File: src/rtl/rvc_fetch_aligner.sv
// rvc_fetch_aligner
//   Takes the I-cache's 32-bit word stream and hands out one instruction
//   per handshake. An instruction is either 32-bit or 16-bit (RVC) and may
//   start at any halfword-aligned PC. The block owns the fetch PC. It keeps
//   one halfword of carry so a 32-bit instruction can straddle two words.
//   Branch/jump redirects from the pipeline restart the stream.
//
// Ports
//   clk, rst_n          clock (rising edge), synchronous active-low reset
//   ICACHE_ren/addr     word read request and word address
//   ICACHE_rdata/stall  fetched word ([15:0] = lower halfword), cache busy
//   redirect_valid/pc   pipeline redirect and its target (bit 0 ignored)
//   instr_ready         downstream accepts the presented instruction
//   instr_valid/instr   output register: raw instruction, RVC zero-extended
//   instr_pc/instr_rvc  PC of the instruction, compressed flag
//   fetch_pc            current fetch PC (debug)
module rvc_fetch_aligner #(
    parameter logic [31:0] BOOT_ADDR = 32'h0000_0000
) (
    input  logic        clk,
    input  logic        rst_n,
    output logic        ICACHE_ren,
    output logic [29:0] ICACHE_addr,
    input  logic [31:0] ICACHE_rdata,
    input  logic        ICACHE_stall,
    input  logic        redirect_valid,
    input  logic [31:0] redirect_pc,
    input  logic        instr_ready,
    output logic        instr_valid,
    output logic [31:0] instr,
    output logic [31:0] instr_pc,
    output logic        instr_rvc,
    output logic [31:0] fetch_pc
);

    logic [31:0] fetch_pc_q, fetch_pc_d;
    logic        hold_valid_q, hold_valid_d;
    logic [15:0] hold_data_q, hold_data_d;
    logic        instr_valid_q, instr_valid_d;
    logic [31:0] instr_q, instr_d;
    logic [31:0] instr_pc_q, instr_pc_d;
    logic        instr_rvc_q, instr_rvc_d;

    logic        out_free;
    logic        hold_rvc;
    logic        word_ok;
    logic        emit;
    logic [31:0] emit_instr;
    logic        unused_pc_bit;

    // Bit 0 of the redirect target is meaningless for halfword-aligned code.
    assign unused_pc_bit = redirect_pc[0];

    assign out_free = !instr_valid_q || instr_ready;
    assign hold_rvc = hold_data_q[1:0] != 2'b11;

    // A compressed instruction sitting in the carry buffer is emitted
    // without touching the cache, so no word is requested for it.
    assign ICACHE_ren = rst_n && out_free && !redirect_valid && !(hold_valid_q && hold_rvc);

    // The carry buffer always holds the upper half of the word at fetch_pc.
    // So while it is occupied, the missing half lives in the following word.
    assign ICACHE_addr = fetch_pc_q[31:2] + {29'd0, hold_valid_q};

    assign word_ok = ICACHE_ren && !ICACHE_stall;

    always_comb begin
        fetch_pc_d    = fetch_pc_q;
        hold_valid_d  = hold_valid_q;
        hold_data_d   = hold_data_q;
        instr_valid_d = instr_valid_q;
        instr_d       = instr_q;
        instr_pc_d    = instr_pc_q;
        instr_rvc_d   = instr_rvc_q;
        emit          = 1'b0;
        emit_instr    = 32'd0;

        if (redirect_valid) begin
            fetch_pc_d    = {redirect_pc[31:1], 1'b0};
            hold_valid_d  = 1'b0;
            instr_valid_d = 1'b0;
        end else if (out_free) begin
            if (hold_valid_q && hold_rvc) begin
                // Compressed instruction already buffered.
                emit         = 1'b1;
                emit_instr   = {16'd0, hold_data_q};
                hold_valid_d = 1'b0;
                fetch_pc_d   = fetch_pc_q + 32'd2;
            end else if (hold_valid_q && word_ok) begin
                // Straddling 32-bit instruction completed by the new word.
                // The upper half of that word becomes the next carry.
                emit        = 1'b1;
                emit_instr  = {ICACHE_rdata[15:0], hold_data_q};
                hold_data_d = ICACHE_rdata[31:16];
                fetch_pc_d  = fetch_pc_q + 32'd4;
            end else if (!hold_valid_q && word_ok) begin
                if (!fetch_pc_q[1]) begin
                    if (ICACHE_rdata[1:0] == 2'b11) begin
                        emit       = 1'b1;
                        emit_instr = ICACHE_rdata;
                        fetch_pc_d = fetch_pc_q + 32'd4;
                    end else begin
                        emit         = 1'b1;
                        emit_instr   = {16'd0, ICACHE_rdata[15:0]};
                        hold_data_d  = ICACHE_rdata[31:16];
                        hold_valid_d = 1'b1;
                        fetch_pc_d   = fetch_pc_q + 32'd2;
                    end
                end else begin
                    if (ICACHE_rdata[17:16] != 2'b11) begin
                        emit       = 1'b1;
                        emit_instr = {16'd0, ICACHE_rdata[31:16]};
                        fetch_pc_d = fetch_pc_q + 32'd2;
                    end else begin
                        // Low half of a 32-bit instruction at an odd halfword:
                        // park it and let the next word finish it.
                        hold_data_d  = ICACHE_rdata[31:16];
                        hold_valid_d = 1'b1;
                    end
                end
            end

            instr_valid_d = emit;
            if (emit) begin
                instr_d     = emit_instr;
                instr_pc_d  = fetch_pc_q;
                instr_rvc_d = emit_instr[1:0] != 2'b11;
            end
        end
    end

    always_ff @(posedge clk) begin
        if (!rst_n) begin
            fetch_pc_q    <= BOOT_ADDR & 32'hFFFF_FFFE;
            hold_valid_q  <= 1'b0;
            hold_data_q   <= 16'd0;
            instr_valid_q <= 1'b0;
            instr_q       <= 32'd0;
            instr_pc_q    <= 32'd0;
            instr_rvc_q   <= 1'b0;
        end else begin
            fetch_pc_q    <= fetch_pc_d;
            hold_valid_q  <= hold_valid_d;
            hold_data_q   <= hold_data_d;
            instr_valid_q <= instr_valid_d;
            instr_q       <= instr_d;
            instr_pc_q    <= instr_pc_d;
            instr_rvc_q   <= instr_rvc_d;
        end
    end

    assign instr_valid = instr_valid_q;
    assign instr       = instr_q;
    assign instr_pc    = instr_pc_q;
    assign instr_rvc   = instr_rvc_q;
    assign fetch_pc    = fetch_pc_q;

endmodule

File: config.mk
export PLATFORM = sky130hd
export DESIGN_NAME = rvc_fetch_aligner
export DESIGN_NICKNAME = d
export VERILOG_FILES = /design/src/rtl/rvc_fetch_aligner.sv
export SDC_FILE = /design/constraint.sdc
export NUM_CORES = 1
export LEC_CHECK = 0
export ABC_CLOCK_PERIOD_IN_PS = 2400
export CORE_MARGIN = 4
export CORE_UTILIZATION = 43
export DETAILED_ROUTE_END_ITERATION = 16
export GPL_ROUTABILITY_DRIVEN = 0
export GPL_TIMING_DRIVEN = 1
export PLACE_DENSITY = 0.8
export SYNTH_ARGS = -nofsm -noshare
export SYNTH_HDL_FRONTEND = slang
export SYNTH_SLANG_ARGS = --single-unit
File: constraint.sdc
create_clock -name clk -period 2.4 [get_ports clk]
set_clock_uncertainty 0.2 [all_clocks]
set_input_delay 0.36 -clock clk [delete_from_list [all_inputs] [get_ports clk]]
set_output_delay 0.36 -clock clk [all_outputs]
set_load 0.03 [all_outputs]
==> summary.log <==
INFO  synth          synthArstFlopShare=0
INFO  clocking       cts_inserted_buffers=17
INFO  synth          synth_compound_area_frac=0.2524
INFO  synth          synth.mux.area_fraction=0.03274
INFO  power_and_ir_drop cellLeakagePower=4.251nW
INFO  power_and_ir_drop power_frac_clock=0.408
INFO  layout         fillers=946
INFO  routing        route.vias.total=8,344
INFO  floorplanning  rows=44
INFO  timing         finalSetupViolCount=26
INFO  timing         slew_violations=0
INFO  floorplanning  initial_core_utilization=0.4401
INFO  global_routing grt.total_usage=0.3086
INFO  layout         number_of_diodes_added_for_antenna_fixing=0
INFO  power_and_ir_drop pwr_density_cell=550.5nW/um^2
INFO  layout         areaGrowthSynthToFinish=74.18%
INFO  floorplanning  die_h=130.2um
INFO  power_and_ir_drop sw_frac_of_total=0.3122
INFO  place          hpwl=18.59mm
INFO  global_routing globalRouteOverflowTotal=0
INFO  synth          seq_area_frac_synth=0.3586
INFO  routing        detail_route.iter0.violations=1,007
INFO  synth          number_of_flops_mapped_to_enable_cells_by_yosys=0
INFO  clocking       worstSkewPairLatency=0.42ns
INFO  power_and_ir_drop ir_worst_vdd=0.6491mV
INFO  timing         finalWorstPathRequiredPeriod=2.767ns
INFO  worst_setup_path worstPathRequired=1.84ns
INFO  routing        routed_wire_length_per_instance=20.82um
INFO  power_and_ir_drop comb_power_share=0.253
INFO  synth          xor_and_xnor_area_share_after_synthesis=0.04502
INFO  layout         layout.cells.most_common=clkdlybuf4s50_1
INFO  synth          yosys.area_share.adder=0.007796
INFO  clocking       cts-root-buf=clkbuf_16
INFO  floorplanning  dieArea=16,950um^2
INFO  timing         fmaxAchievable=361.4MHz
INFO  worst_setup_path critical_path.startpoint_type=register
INFO  routing        vias_per_cell=6.241
INFO  routing        drt-total-wl=27.83mm
INFO  timing         final_critical_path_setup_slack=-0.3671ns
INFO  global_routing maximum_number_of_pins_on_one_net_before_global_route_repair=61
INFO  floorplanning  core_region_area=14,590um^2
INFO  run            drv_cap=0
INFO  global_routing grt_antenna_before_repair=2
INFO  synth          post_synth_instance_area=6420um^2
INFO  timing         maxSlewHeadroom=0.6149
INFO  floorplanning  design.portCount=198
INFO  synth          synth_top_family_by_area=compound AO/OA/AOI/OAI gates
INFO  timing         final_hold_viol_count=0
INFO  clocking       tritoncts_clock_tree=yes
INFO  place          io_buffer_count=196
INFO  floorplanning  floorplan.die.width=130.2um
INFO  global_routing grt_pass1_vias=7,741
INFO  timing         layout_worst_path_cycle_share=1.153
INFO  clocking       tritoncts_num_sinks=115
INFO  power_and_ir_drop fraction_of_power_consumed_by_sequential_logic=0.339
INFO  layout         drive_above_1_share=0.3096
INFO  run_status     failing_checks=setup timing
INFO  synth          synth_cell_type_count=67
INFO  worst_setup_path critical_path_class=reg2out
INFO  synth          synth_ff_type=dfxtp_1
INFO  routing        drc_errors=0
INFO  layout         area_occupied_by_registers=2366um^2
INFO  clocking       clk_pin_slew_worst_paths=0.06ns
INFO  synth          synth-seq-cells=115
INFO  routing        drt_pre_antenna_iters=7
INFO  timing         grt_setup_unrepaired=true
INFO  worst_setup_path critical_path_arrival=2.21ns
INFO  layout         layout.cells.non_filler=1,337
INFO  power_and_ir_drop power.internal=4.234mW
INFO  run_status     status=complete, but fails checks
INFO  power_and_ir_drop power.net_switching=1.922mW
INFO  synth          synth_fp_nets=908
INFO  synth          netlist_instances=835
INFO  min_path       hold_class=reg2reg
INFO  timing         actual_slew_at_the_worst_max_slew_pin=0.5777ns
INFO  layout         multi_input_area=4443um^2
INFO  clocking       hold_buffers=0
INFO  synth          simple_logic_cell_fraction_of_the_synthesized_area=0.2456
INFO  worst_setup_path critical_path_peak_fanout=4
INFO  place          place.detailed.instances=1,278
INFO  timing         whs=0.2524ns
INFO  clocking       cts_htree_levels=4
INFO  routing        ant_nets=0
INFO  layout         finalNetCount=1,213
INFO  timing         setup_tns=-5.488ns
INFO  global_routing wire_length_of_the_first_global_routing_pass=40.92mm
INFO  clocking       clockBufferDepth=2
INFO  layout         most-common-layout-cells=clkdlybuf4s50_1 (164), buf_4 (160), dfxtp_1 (94)
INFO  synth          synth_area_per_cell=7.689um^2
INFO  worst_setup_path setup.worst_path.end_class=primary output
INFO  synth          yosys_warnings=0
registers in the layout (all words and copies together) (netlist names), named ones only:
signal / cells
fetch_pc: 31
hold_data_q: 16
hold_valid_q: 1
instr: 32
instr_pc: 32
instr_rvc: 1
instr_valid: 1
metal layers:
layer / track usage / vias up / wire length (um)
li1: - / 3697 / -
met1: 0.3747 / 3906 / 10270
met2: 0.5121 / 600 / 13260
met3: 0.09005 / 139 / 3156
met4: 0.1271 / 2 / 1129
met5: 0 / - / 13
cell families (layout without fill, tap and decap cells):
logic type      count (synthesis)  in the layout
buf+inv                        89            407
compound gates                239            239
mux                            21             21
fa+ha+maj                       4              4
simple gates                  334            334
flops                         115            115
xor+xnor                       33             33
metrics by stage:
step,instance area [um^2],power [mW],util,worst slack [ns]
floorplan,6773,2.832,-,-0.1319
detailed placement,9869,3.540,0.6765,-0.3487
global route,11180,6.341,0.7665,-0.4291
finish,11180,6.156,0.7665,-0.3671
global placement,9869,3.518,0.6765,-0.3229
CTS,10800,6.081,0.7400,-0.4383
critical path: stages (launching register included):
cell and delay (ns):
dfxtp_4 0.36, ha_4 0.14, ha_4 0.13, nand4_1 0.14, or3_4 0.44, buf_4 0.17, buf_6 0.12, xnor2_4 0.13
buf_6 0.15
synth_stat cells, types with 17 or more instances:
cell type / n / area [um^2]
a21oi_1: 65 / 325.3
clkbuf_1: 60 / 225.2
o21ai_0: 35 / 175.2
nand2_1: 101 / 379.1
nor3_1: 34 / 170.2
xor2_1: 17 / 148.9
a22oi_1: 26 / 195.2
nor2_1: 109 / 409.1
mux2i_1: 21 / 210.2
a211oi_1: 20 / 150.1
dfxtp_1: 115 / 2302
worst paths after layout:
path                     endpoint  cells past startpoint  slack, ns          from
setup / recovery  ICACHE_addr[14]                      8      -0.37   fetch_pc[2]
hold / removal       instr_pc[13]                      2       0.25  instr_pc[13]
setup reg to reg     fetch_pc[18]                      9      -0.09   fetch_pc[2]
hold reg to reg      instr_pc[13]                      2       0.25  instr_pc[13]
final cells by class:
type,instances,area share
Tap cell,184,0.02059
Inverter,6,0.002126
Clock inverter,12,0.01074
Sequential cell,115,0.2116
Clock buffer,20,0.04185
Timing Repair Buffer,369,0.3158
Multi-Input combinational cell,631,0.3973
power by group through the flow:
stage | Combinational, mW | Clock [mW] | Sequential, mW
6_report | 1.56 | 2.51 | 2.09
5_1_grt | 1.63 | 2.62 | 2.09
4_1_cts | 1.48 | 2.53 | 2.08
3_5_place_dp | 1.42 | 0 | 2.12
3_3_place_gp | 1.40 | 0 | 2.12
2_1_floorplan | 0.606 | 0 | 2.23
timing repair:
item	CTS	global route
gates resized for setup	49	75
endpoints found under the setup margin	30	86
pin swaps	24	25
cloned	0	0
buffers inserted	18	11
Power figures use the tool's default switching activity.
